### src/rtl/circle_engine_if.sv
// Draw-request and pixel-stream bundle between the sequencer, the circle engine and the VGA adapter.
// master = sequencer side; slave = circle engine side.
interface circle_engine_if #(
  parameter int X_W      = 8,
  parameter int Y_W      = 7,
  parameter int R_W      = 8,
  parameter int COLOUR_W = 3
);
  logic                start;
  logic [X_W-1:0]      centre_x;
  logic [Y_W-1:0]      centre_y;
  logic [R_W-1:0]      radius;
  logic [COLOUR_W-1:0] colour;
  logic                fill;
  logic                busy;
  logic                done;
  logic [X_W-1:0]      vga_x;
  logic [Y_W-1:0]      vga_y;
  logic [COLOUR_W-1:0] vga_colour;
  logic                vga_plot;

  modport master (
    output start, centre_x, centre_y, radius, colour, fill,
    input  busy, done, vga_x, vga_y, vga_colour, vga_plot
  );

  modport slave (
    input  start, centre_x, centre_y, radius, colour, fill,
    output busy, done, vga_x, vga_y, vga_colour, vga_plot
  );
endinterface

### src/rtl/circle_engine.sv
// Midpoint circle / filled-disc drawer streaming one clipped pixel per cycle to the VGA adapter.
// Optional CIRCLE_CLIP_COUNT_EN adds a saturating count of clipped pixel cycles (clip_count).
module circle_engine #(
  parameter int SCREEN_W = 160,
  parameter int SCREEN_H = 120,
  parameter int X_W      = 8,
  parameter int Y_W      = 7,
  parameter int R_W      = 8,
  parameter int COLOUR_W = 3
) (
  input logic             clk,
  input logic             rst,
  circle_engine_if.slave  bus
`ifdef CIRCLE_CLIP_COUNT_EN
  ,
  output logic [15:0]     clip_count
`endif
);
  localparam int OW = R_W + 2;
  localparam int CR = R_W + 3;
  localparam int CW = X_W + Y_W + R_W + 4;
  localparam logic signed [X_W+1:0] X_LIM = (X_W+2)'(SCREEN_W);
  localparam logic signed [Y_W+1:0] Y_LIM = (Y_W+2)'(SCREEN_H);

  typedef enum logic [2:0] {IDLE, INIT, PLOT, STEP, DONE} state_t;
  state_t state;

  logic [X_W-1:0]        cx_reg;
  logic [Y_W-1:0]        cy_reg;
  logic [R_W-1:0]        rad_reg;
  logic [COLOUR_W-1:0]   col_reg;
  logic                  fill_reg;
  logic signed [OW-1:0]  ox_reg, oy_reg;
  logic signed [CR-1:0]  crit_reg;
  logic [2:0]            idx_reg;
  logic [OW-1:0]         k_reg;

  // Walk order inside one (ox, oy) iteration: octant index, or span index plus x offset.
  logic signed [OW-1:0]  half;
  logic [OW-1:0]         span_end;
  logic                  span_last, last;
  logic [2:0]            idx_next;
  logic [OW-1:0]         k_next;

  always_comb begin
    half      = idx_reg[1] ? oy_reg : ox_reg;
    span_end  = half << 1;
    span_last = (k_reg == span_end);
    if (fill_reg) begin
      last     = span_last && (idx_reg == 3'd3);
      idx_next = span_last ? idx_reg + 3'd1 : idx_reg;
      k_next   = span_last ? '0 : k_reg + OW'(1);
    end else begin
      last     = (idx_reg == 3'd7);
      idx_next = idx_reg + 3'd1;
      k_next   = '0;
    end
  end

  logic signed [OW-1:0]  oy_step, ox_step;
  logic signed [CR-1:0]  crit_step;

  always_comb begin
    oy_step = oy_reg + OW'(1);
    if (crit_reg[CR-1] || crit_reg == '0) begin
      ox_step   = ox_reg;
      crit_step = crit_reg + (CR'(oy_step) <<< 1) + CR'(1);
    end else begin
      ox_step   = ox_reg - OW'(1);
      crit_step = crit_reg + ((CR'(oy_step) - CR'(ox_step)) <<< 1) + CR'(1);
    end
  end

  // One pixel generator shared by INIT (first pixel), PLOT (next pixel) and STEP (next iteration).
  logic signed [OW-1:0]  a_ox, a_oy;
  logic [2:0]            a_idx;
  logic [OW-1:0]         a_k;

  always_comb begin
    a_ox  = ox_reg;
    a_oy  = oy_reg;
    a_idx = idx_next;
    a_k   = k_next;
    if (state == INIT) begin
      a_ox  = OW'(rad_reg);
      a_oy  = '0;
      a_idx = '0;
      a_k   = '0;
    end else if (state == STEP) begin
      a_ox  = ox_step;
      a_oy  = oy_step;
      a_idx = '0;
      a_k   = '0;
    end
  end

  logic signed [CW-1:0]   ox_w, oy_w, k_w, dx, dy;
  logic signed [X_W+1:0]  x_c;
  logic signed [Y_W+1:0]  y_c;
  logic                   clip;

  always_comb begin
    ox_w = CW'(a_ox);
    oy_w = CW'(a_oy);
    k_w  = CW'(a_k);
    dx   = '0;
    dy   = '0;
    if (fill_reg) begin
      case (a_idx[1:0])
        2'd0:    begin dx = k_w - ox_w; dy =  oy_w; end
        2'd1:    begin dx = k_w - ox_w; dy = -oy_w; end
        2'd2:    begin dx = k_w - oy_w; dy =  ox_w; end
        default: begin dx = k_w - oy_w; dy = -ox_w; end
      endcase
    end else begin
      case (a_idx)
        3'd0:    begin dx =  ox_w; dy =  oy_w; end
        3'd1:    begin dx =  oy_w; dy =  ox_w; end
        3'd2:    begin dx = -oy_w; dy =  ox_w; end
        3'd3:    begin dx = -ox_w; dy =  oy_w; end
        3'd4:    begin dx = -ox_w; dy = -oy_w; end
        3'd5:    begin dx = -oy_w; dy = -ox_w; end
        3'd6:    begin dx =  oy_w; dy = -ox_w; end
        default: begin dx =  ox_w; dy = -oy_w; end
      endcase
    end
    x_c  = (X_W+2)'(CW'(cx_reg) + dx);
    y_c  = (Y_W+2)'(CW'(cy_reg) + dy);
    clip = x_c[X_W+1] || (x_c >= X_LIM) || y_c[Y_W+1] || (y_c >= Y_LIM);
  end

  always_ff @(posedge clk or posedge rst) begin
    if (rst) begin
      state          <= IDLE;
      bus.busy       <= 1'b0;
      bus.done       <= 1'b0;
      bus.vga_plot   <= 1'b0;
      bus.vga_x      <= '0;
      bus.vga_y      <= '0;
      bus.vga_colour <= '0;
      cx_reg         <= '0;
      cy_reg         <= '0;
      rad_reg        <= '0;
      col_reg        <= '0;
      fill_reg       <= 1'b0;
      ox_reg         <= '0;
      oy_reg         <= '0;
      crit_reg       <= '0;
      idx_reg        <= '0;
      k_reg          <= '0;
    end else begin
      case (state)
        IDLE: begin
          if (bus.start) begin
            cx_reg   <= bus.centre_x;
            cy_reg   <= bus.centre_y;
            rad_reg  <= bus.radius;
            col_reg  <= bus.colour;
            fill_reg <= bus.fill;
            bus.busy <= 1'b1;
            state    <= INIT;
          end
        end
        INIT: begin
          ox_reg         <= OW'(rad_reg);
          oy_reg         <= '0;
          crit_reg       <= CR'(1) - CR'(rad_reg);
          idx_reg        <= '0;
          k_reg          <= '0;
          bus.vga_x      <= x_c[X_W-1:0];
          bus.vga_y      <= y_c[Y_W-1:0];
          bus.vga_colour <= col_reg;
          bus.vga_plot   <= !clip;
          state          <= PLOT;
        end
        PLOT: begin
          if (last) begin
            bus.vga_plot <= 1'b0;
            state        <= STEP;
          end else begin
            idx_reg        <= idx_next;
            k_reg          <= k_next;
            bus.vga_x      <= x_c[X_W-1:0];
            bus.vga_y      <= y_c[Y_W-1:0];
            bus.vga_colour <= col_reg;
            bus.vga_plot   <= !clip;
          end
        end
        STEP: begin
          ox_reg   <= ox_step;
          oy_reg   <= oy_step;
          crit_reg <= crit_step;
          idx_reg  <= '0;
          k_reg    <= '0;
          if (oy_step <= ox_step) begin
            bus.vga_x      <= x_c[X_W-1:0];
            bus.vga_y      <= y_c[Y_W-1:0];
            bus.vga_colour <= col_reg;
            bus.vga_plot   <= !clip;
            state          <= PLOT;
          end else begin
            bus.busy <= 1'b0;
            bus.done <= 1'b1;
            state    <= DONE;
          end
        end
        DONE: begin
          if (!bus.start) begin
            bus.done <= 1'b0;
            state    <= IDLE;
          end
        end
        default: state <= IDLE;
      endcase
    end
  end

`ifdef CIRCLE_CLIP_COUNT_EN
  // During PLOT a low strobe means the current pixel is off-screen.
  always_ff @(posedge clk or posedge rst) begin
    if (rst) begin
      clip_count <= '0;
    end else if (state == INIT) begin
      clip_count <= '0;
    end else if (state == PLOT && !bus.vga_plot && clip_count != 16'hFFFF) begin
      clip_count <= clip_count + 16'd1;
    end
  end
`endif

endmodule
### src/flat_wrapper.sv
// flat-port wrapper written by rule: the top's interface ports become plain ports
module circle_engine_flat 
#(
  parameter int SCREEN_W = 160,
  parameter int SCREEN_H = 120,
  parameter int X_W      = 8,
  parameter int Y_W      = 7,
  parameter int R_W      = 8,
  parameter int COLOUR_W = 3
)
  (clk, rst, bus_start, bus_centre_x, bus_centre_y, bus_radius, bus_colour, bus_fill, bus_busy, bus_done, bus_vga_x, bus_vga_y, bus_vga_colour, bus_vga_plot);
  circle_engine_if #(.X_W(X_W), .Y_W(Y_W), .R_W(R_W), .COLOUR_W(COLOUR_W)) bus_i ();
  input logic clk;
  input logic rst;
  input wire logic [$bits(bus_i.start)-1:0] bus_start;
  input wire logic [$bits(bus_i.centre_x)-1:0] bus_centre_x;
  input wire logic [$bits(bus_i.centre_y)-1:0] bus_centre_y;
  input wire logic [$bits(bus_i.radius)-1:0] bus_radius;
  input wire logic [$bits(bus_i.colour)-1:0] bus_colour;
  input wire logic [$bits(bus_i.fill)-1:0] bus_fill;
  output wire logic [$bits(bus_i.busy)-1:0] bus_busy;
  output wire logic [$bits(bus_i.done)-1:0] bus_done;
  output wire logic [$bits(bus_i.vga_x)-1:0] bus_vga_x;
  output wire logic [$bits(bus_i.vga_y)-1:0] bus_vga_y;
  output wire logic [$bits(bus_i.vga_colour)-1:0] bus_vga_colour;
  output wire logic [$bits(bus_i.vga_plot)-1:0] bus_vga_plot;
  assign bus_i.start = bus_start;
  assign bus_i.centre_x = bus_centre_x;
  assign bus_i.centre_y = bus_centre_y;
  assign bus_i.radius = bus_radius;
  assign bus_i.colour = bus_colour;
  assign bus_i.fill = bus_fill;
  assign bus_busy = bus_i.busy;
  assign bus_done = bus_i.done;
  assign bus_vga_x = bus_i.vga_x;
  assign bus_vga_y = bus_i.vga_y;
  assign bus_vga_colour = bus_i.vga_colour;
  assign bus_vga_plot = bus_i.vga_plot;
  circle_engine #(.SCREEN_W(SCREEN_W), .SCREEN_H(SCREEN_H), .X_W(X_W), .Y_W(Y_W), .R_W(R_W), .COLOUR_W(COLOUR_W)) u_core (.clk(clk), .rst(rst), .bus(bus_i));
endmodule
### config.mk
export PLATFORM = sky130hd
export DESIGN_NAME = circle_engine_flat
export DESIGN_NICKNAME = d
export VERILOG_FILES = /design/src/rtl/circle_engine_if.sv /design/src/rtl/circle_engine.sv /design/src/flat_wrapper.sv
export SDC_FILE = /design/constraint.sdc
export NUM_CORES = 1
export LEC_CHECK = 0
export ABC_AREA = 1
export CAP_MARGIN = 20
export CELL_PAD_IN_SITES_DETAIL_PLACEMENT = 1
export CELL_PAD_IN_SITES_GLOBAL_PLACEMENT = 1
export CORE_MARGIN = 2
export CORE_UTILIZATION = 40
export DETAILED_ROUTE_END_ITERATION = 10
export PLACE_DENSITY_LB_ADDON = 0.1
export REMOVE_ABC_BUFFERS = 1
export SYNTH_ARGS = -nofsm -noshare
export SYNTH_HDL_FRONTEND = slang
export SYNTH_SLANG_ARGS = --single-unit
### constraint.sdc
create_clock -name clk -period 5 [get_ports clk]
set_clock_uncertainty 0.05 [all_clocks]
set_input_delay 0.5 -clock clk [delete_from_list [all_inputs] [get_ports clk]]
set_output_delay 0.5 -clock clk [all_outputs]
set_load 0.01 [all_outputs]
After elaboration in Yosys (flattened, before gate mapping)
Index checks and enable logic that the tools add are counted.
W data, S select, Z words.

word-level totals
  bits in registers = 95
  input port bits = 30
  output and inout bits = 21

operators by class
  add/subtract/negate cells = 16
  order comparisons = 3
  equal/unequal tests = 21
  mux-type cells = 52
  reductions and logical operators = 30

operator list
  kind                     count
  $mux W10                 12
  $pmux W10 S2             3
  $pmux W9 S3              2
  $mux W3                  11
  $pmux W10 S3             1
  $sub A10 B10 Y10         3
  $pmux W8 S3              1
  $add A11 B11 Y11         2
  $add A11 B2 Y11 const B  2
  $pmux W11 S2             1
  $pmux W7 S3              1
  $neg A10 Y10             2
  $mux W9                  2
  $mux W8                  2
  $reduce_or A2 Y1         8
  $eq A3 B2 Y1 const B     5
  $eq A3 B3 Y1 const B     5
  $pmux W3 S5              1
  $mux W7                  2
  $reduce_and A3 Y1        4
  $logic_not A11 Y1        1
  $mux W11                 1
  $add A10 B1 Y10 const B  1
  $add A10 B2 Y10 const B  1
  27 further kinds         48

Depth between registers and ports, before layout
Gate-level depths: netlist of run 1.

  word-level depth = 18
  mapped depth = 38

Worst setup path after synthesis of run 1
No wires, ideal clock.

  path type = reg2reg
  start = reg u_core.idx_reg[1]
  end = reg u_core.bus.vga_plot
  data arrival time = 4.518 ns
  data required time = 4.885 ns
  slack = 0.366 ns
  stages on the path, launching flop included = 36
  buffers on the path = 3
  period minus slack after synthesis = 4.634 ns
  cell sequence = dfrtp_1 -> inv_2 -> buf_6 -> nand2_1 -> nand2_1 -> nand2_1 -> a21oi_1 -> nand2_1 -> o21bai_2 -> nand2_1 -> nand3_2 -> buf_4 -> clkbuf_1 -> nand2_1 -> o21ai_0 -> ha_1 -> inv_1 -> fa_1 -> nand2_1 -> a21boi_0 -> o21ai_0 -> nand2_1 -> a21oi_1 -> nand2_1 -> nand3_1 -> o21ai_0 -> ha_1 -> inv_1 -> o21bai_1 -> xor2_1 -> a21oi_1 -> nor3_1 -> nand3_1 -> nor2_1 -> nand3_1 -> nand2_1

between the ends
  word-level cells in the longest chain between the ends = 18

RTL lines
  what                                                       line                    text
  start: declaration                                         circle_engine.sv:35     logic [2:0] idx_reg;
  start signal: assignment                                   circle_engine.sv:181    idx_reg <= idx_next;
  branches (longest 17 deep; another with $sub A10 B10 Y10)  n/a
  $pmux W1 S3 *                                              circle_engine.sv:152    case (state)
  end signal: assignment                                     circle_engine.sv:173    bus.vga_plot <= !clip;
  end signal: assignment                                     circle_engine.sv:186    bus.vga_plot <= !clip;
  end signal: assignment                                     circle_engine.sv:199    bus.vga_plot <= !clip;
  end: declaration                                           circle_engine_if.sv:29  output busy, done, vga_x, vga_y, vga_colour, vga_plot

Every way passes the cells marked *. The select of a mux whose other input is x is not followed.
A chain may end at the register's enable or synchronous reset.

Worst setup path in the final report of run 1
Same ends and word-level chain as after synthesis.

==> results of run 1 <==
[logic make-up (layout without fill, tap and decap cells)]
| logic type | after synthesis | count (layout) | share of synthesized area [%] |
|---|---|---|---|
| DFF | 95 | 95 | 26.5 |
| and+or+nand+nor | 587 | 587 | 28.9 |
| other | 0 | 1 | 0 |
| adders and majority gates | 77 | 77 | 11.2 |
| xor gates and xnor gates | 53 | 53 | 5.17 |
| AOI/OAI and AO/OA | 258 | 258 | 16.5 |
| muxes | 16 | 16 | 2.00 |
| buffers and inverters | 226 | 342 | 9.82 |
[worst reg2reg max path, delay by kind of cell (launching register included)]
family / cells / cell delay, ps
and+or+nand+nor: 15 / 1570
buffers and inverters: 3 / 480
adders and majority gates: 2 / 720
xor gates and xnor gates: 2 / 340
AOI/OAI and AO/OA: 7 / 1010
DFF: 1 / 460
[cell usage in the layout (no fill, tap or decap), types with 5 or more instances in the layout]
cell and instances:
and2_1 7, xor2_1 35, xnor2_1 13, buf_4 79, a21oi_2 7, a21oi_1 67
o21ai_2 5, inv_2 8, nor4_1 5, o21ai_1 15, o21ai_0 92, inv_1 183
o221ai_1 8, o211ai_1 6, clkbuf_16 9, nor3_1 10, nand3_1 89, nand3_2 7
mux2_2 16, dfrtp_1 94, ha_1 67, nor2_2 7, or2_2 7, nand2_2 16
nand2_1 318, nor2_1 96, nand4_1 8, o22ai_1 21, clkdlybuf4s50_1 50
[layout make-up]
class / instances / share of cell area (%)
antenna: 1 / 0.0229
clock buffer: 9 / 2.06
clock inverter: 6 / 1.05
inverter: 194 / 6.75
multi-input combinational: 991 / 54.6
sequential: 95 / 21.7
tap: 280 / 3.20
timing repair buffer: 133 / 10.6
[worst min-delay path by stage]
| stage | cells after the start | slack [ps] | endpoint |
|---|---|---|---|
| finish | 2 | 420 | u_core.bus.vga_colour[2] |
| CTS | 2 | 420 | u_core.bus.vga_colour[2] |
| floorplan | 2 | 390 | u_core.bus.vga_colour[2] |
| global placement | 2 | 400 | u_core.bus.vga_colour[2] |
| global route | 2 | 440 | u_core.bus.vga_colour[2] |
| detailed placement | 2 | 420 | u_core.bus.vga_colour[2] |
[per-layer routing]
metal  GRT usage, %  up-vias
li1               -     4539
met3           3.18       48
met1           36.7     4520
met5              0        -
met4           8.54        0
met2           48.2      183
[stage by stage]
step | cell area [um2] | setup WS, ps
5_1_grt | 10900 | -79.1
3_3_place_gp | 10200 | 114
4_1_cts | 10600 | 3.16
6_report | 10900 | 267
3_5_place_dp | 10200 | -97.6
2_1_floorplan | 8830 | -46.1
[what timing repair did]
action / 4_1_cts / 5_1_grt
endpoints found under the setup margin: 1 / 4
resized for setup: 2 / 66
setup buffers: 0 / 13
cloned: 0 / 1
pin swaps: 0 / 24
==> run summary, run 1 <==
Outcome: completed
Pre-antenna DRT Iters: 5
CTS tree: yes
Max Clk Rate: 211 MHz
Seq cells post-synth: 95
Initial drt markers: 555
Critical path arrival: 4970 ps
Main synth FF type: dfrtp_1
Vias per inst: 5.44
Placed cell count: 1679
Maximum fanout along the worst path: 11
Synthesized instance count: 1312
Hold_buf cts: 0
Area grow syn2layout: 21.7%
DR vias: 9290
Hold_sp: u_core.col_reg[2]
CP required: 5230 ps
Synth area leader: dfrtp_1
Final HPWL DP: 26200 um
Total gr overflow: 0
Share of cells above drive strength 1: 14.8%
Multi-input gate area: 5970 um2
Synth cell types: 55
Vias in the first global route: 9444
R2R setup slack: 270 ps
Post-route setup TNS: 0 ps
H-tree depth: 3
DR WL met2: 16000 um
Synth warn: 0
Clk_lat worst skew: 360 ps
Sequential fraction of the synthesis area: 26.5%
Syn avg cell area: 6.85 um2
Maximum Capacitance Violations: 0
DRC Markers: 0
Clock-pin slew on the worst setup and hold paths: 80 ps
# port buffers: 50
Chip height: 154 um
Hold slack final: 419 ps
Fin nets: 1531
Die area: 23700 um2
WP depth: 29
CP most frequent cell: nand2_1
Antenna Violating Nets Remaining: 0
Post-synth ARST share: 100%
Drt wl/cell: 19.3 um
Worst Reg-to-Reg Cells: 29
Critical path class: flop to flop
Synth cell count leaders: 324 x nand2_1, 186 x inv_1, 103 x o21ai_0
CP max stage cell: dfrtp_2
Total CTS buffers: 9
Startpoint types: flop
Routability cong.: 0.967
Final Hold Fails: 0
Sinks on Clock Net: 95
Core ar.: 22000 um2
Total routed wirelength: 33000 um
FF-to-FF End: u_core.bus.vga_plot
Starting Density: 40.9%
Wl on met1: 14800 um
DIE WIDTH: 154 um
Largest net degree at the start of global routing: 57
RR Startpoint: u_core.idx_reg[1]
Met3 Wirelength: 1310 um
Syn Std Cell Area: 8990 um2
Max layer used: met4
Slew headroom: 45.1%
Buffer and inverter count on the worst path: 3
Synth area leaders: dfrtp_1 26%, nand2_1 14%, ha_1 9.9%, inv_1 7.8%, o21ai_0 5.7%
Largest stage delay on the critical path: 460 ps
Non-Filler Instances: 1709
Crit. End Element: flop
Fillers: 2827
Slew Viols, Final: 0
Most common cell in the netlist: nand2_1
Post-layout util: 49.8%
Initial antenna violation count: 0
Final setup fails: 0
Critical Path Source: u_core.idx_reg[1]
Crit path max-delay family: simple AND/OR/NAND/NOR gates
Min cycle time layout: 4730 ps
First-pass GRT wire length: 51500 um
Rows: 54
Flip-flop and latch area: 2380 um2
Area share of the largest cell type after synthesis: 26.5%
EDFF count, synth: 0
CTS root buf: clkbuf_16
CP endpoint: u_core.bus.vga_plot
Worst min-delay path class: flop to flop
Slew @ Worst Pin: 822 ps
GRT Total Usage: 27.9%
Clk buf depth: 2
Max reg flops: 11
Tcrit/Tclk final: 94.7%
IO Pins: 51
Power of run 1 is left out: the tool's default activity adds up to more than one toggle a clock period on the data nets, which glitch-free logic cannot reach.
==> run 2, diff against run 1 <==
--- a/config.mk
+++ b/config.mk
@@ -12,7 +12,9 @@
 export CORE_MARGIN = 2
 export CORE_UTILIZATION = 40
 export DETAILED_ROUTE_END_ITERATION = 10
+export DONT_BUFFER_PORTS = 1
 export PLACE_DENSITY_LB_ADDON = 0.1
+export RECOVER_POWER = 100
 export REMOVE_ABC_BUFFERS = 1
 export SYNTH_ARGS = -nofsm -noshare
 export SYNTH_HDL_FRONTEND = slang
==> run 2 against run 1 <==
  * Die area unchanged
  * The flow now finishes with violations (capacitance limit, slew limit)
  * Sequential share of layout area increased by 1.1 points
  * Highest routed layer unchanged
  * Utilization decreased by 2.4 points
==> run summary, run 2 (synthesis gave the netlist of run 1 again) <==
Outcome: complete, but fails checks
Failing checks: capacitance limit, slew limit
H-tree depth: 3 (unchanged)
Sinks on Clock Net: 95 (unchanged)
CP max stage cell: dfrtp_2
Routability cong.: 0.964 (-0.33%)
Initial drt markers: 530 (-4.5%)
Initial antenna violation count: 0 (unchanged)
Hold Path Cell Cnt: 1 (-1)
First-pass GRT wire length: 52000 um (+1.0%)
Vias in the first global route: 9463 (+0.20%)
Max reg flops: 11 (unchanged)
Vias per inst: 5.50 (+1.2%)
CP endpoint: u_core.bus.vga_plot
Maximum Capacitance Violations: 3 (+3)
Worst Reg-to-Reg Cells: 34 (+17%)
Fillers: 2849 (+0.78%)
Total gr overflow: 0 (unchanged)
CTS root buf: clkbuf_16
Rows: 54 (unchanged)
# port buffers: 0 (-100%)
Crit. End Element: flop
Largest stage delay on the critical path: 470 ps (about the same)
Largest net degree at the start of global routing: 57 (unchanged)
Min cycle time layout: 4830 ps (+100 ps)
Pre-antenna DRT Iters: 5 (unchanged)
Commonest non-fill, non-tap cell in the layout: nand2_1
FF-to-FF End: u_core.bus.vga_plot
Area grow syn2layout: 16.0%
DR vias: 9195 (-1.0%)
Clk buf depth: 2 (unchanged)
GRT Total Usage: 28.0% (+0.063 points)
Non-Filler Instances: 1672 (-2.2%)
Most frequent cells in the layout: 315 x nand2_1, 182 x inv_1, 98 x nor2_1, 94 x dfrtp_1, 93 x o21ai_0
Final Hold Fails: 0 (unchanged)
Total CTS buffers: 9 (unchanged)
DIE WIDTH: 154 um (unchanged)
Clk_lat worst skew: 370 ps (about the same)
RR Startpoint: u_core.idx_reg[1]
Die area: 23700 um2 (unchanged)
Slew headroom: -24.4% (-70 points)
Critical path arrival: 5040 ps (+70 ps)
Post-place setup slack: -10.5 ps (+87.1 ps)
Starting Density: 40.9% (unchanged)
IO Pins: 51 (unchanged)
Share of cells above drive strength 1: 15.7% (+0.83 points)
Clock-pin slew on the worst setup and hold paths: 80 ps (about the same)
CP most frequent cell: nand2_1
Antenna Violating Nets Remaining: 0 (unchanged)
Fin nets: 1493 (-2.5%)
Final setup fails: 0 (unchanged)
Critical path class: flop to flop
DRC Markers: 0 (unchanged)
Total routed wirelength: 33400 um (+0.99%)
Hold slack final: 223 ps (-197 ps)
Placed cell count: 1629 (-3.0%)
CTS tree: yes
Final worst-path setup slack: 167 ps (-100 ps)
Slew @ Worst Pin: 1860 ps (+1030 ps)
Worst min-delay path class: input port to flop
Tcrit/Tclk final: 96.7% (+2.0 points)
R2R setup slack: 170 ps (-100 ps)
Drt wl/cell: 19.9 um (+3.2%)
Startpoint types: flop
Max Clk Rate: 207 MHz (-2.1%)
Core ar.: 22000 um2 (unchanged)
Maximum fanout along the worst path: 13 (+2)
CP required: 5200 ps (-30 ps)
Critical Path Source: u_core.idx_reg[1]
Chip height: 154 um (unchanged)
Slew Viols, Final: 128 (+128)
Final HPWL DP: 26100 um (-0.30%)
## run 2: cell types whose count changed in the layout (fill, tap and decap cells not counted), moves of 3 or more
cell,before,now
clkdlybuf4s50_1,50,0
clkbuf_1,0,9
o21ai_1,15,11
o21ai_2,5,9
bufinv_16,3,0
nand2_1,318,315
nand2_2,16,19
## run 2: repair_timing
item	in CTS	in global routing
setup endpoints to repair	1	2
setup buffers	0	25
cloned	0	1
gates resized for setup	3	73
hold buffers	0	0
pin swaps	0	44
## run 2: worst min path at each step
stage / startpoint / end / slack, ps
4_1_cts: rst / u_core.fill_reg / 2
3_3_place_gp: rst / u_core.bus.vga_colour[1] / 390
2_1_floorplan: u_core.col_reg[2] / u_core.bus.vga_colour[2] / 390
3_5_place_dp: rst / u_core.bus.vga_colour[1] / 400
5_1_grt: bus_centre_x[2] / u_core.cx_reg[2] / 220
6_report: bus_centre_y[6] / u_core.cy_reg[6] / 220
## run 2: per-layer routing
metal	vias up	part of all wire [%]	global-route usage, %
li1	4473	-	-
met1	4501	46	37.4
met2	182	48	48.1
met3	39	2.9	2.59
met4	0	2.4	8.37
met5	-	0	0
## run 2: layout make-up
type                            count  area [um2]  share of cell area [%]
Tap cell                          280         350                    3.36
Multi-Input combinational cell    991        5940                    57.0
Timing Repair Buffer               95         717                    6.88
Clock inverter                      6        52.6                   0.504
Inverter                          194         739                    7.10
Sequential cell                    95        2380                    22.8
Antenna cell                        1        2.50                  0.0240
Clock buffer                       10         239                    2.29
## run 2: worst max-delay path, delay by kind of cell, from the launching register on
family                     cells  cell delay [ps]
DFF                            1              470
AOI/OAI and AO/OA              9             1450
adders and majority gates      2              550
buffers and inverters          5              660
and+or+nand+nor               18             1520
## run 2: stage by stage
step | instance area, um2 | TNS, ps | utilization, %
3_3_place_gp | 9730 | 0 | 44.3
5_1_grt | 10400 | -181 | 47.4
4_1_cts | 10000 | 0 | 45.7
2_1_floorplan | 8830 | -46.1 | -
3_5_place_dp | 9730 | -10.5 | 44.3
6_report | 10400 | 0 | 47.5
Power of run 2 is left out for the same reason.
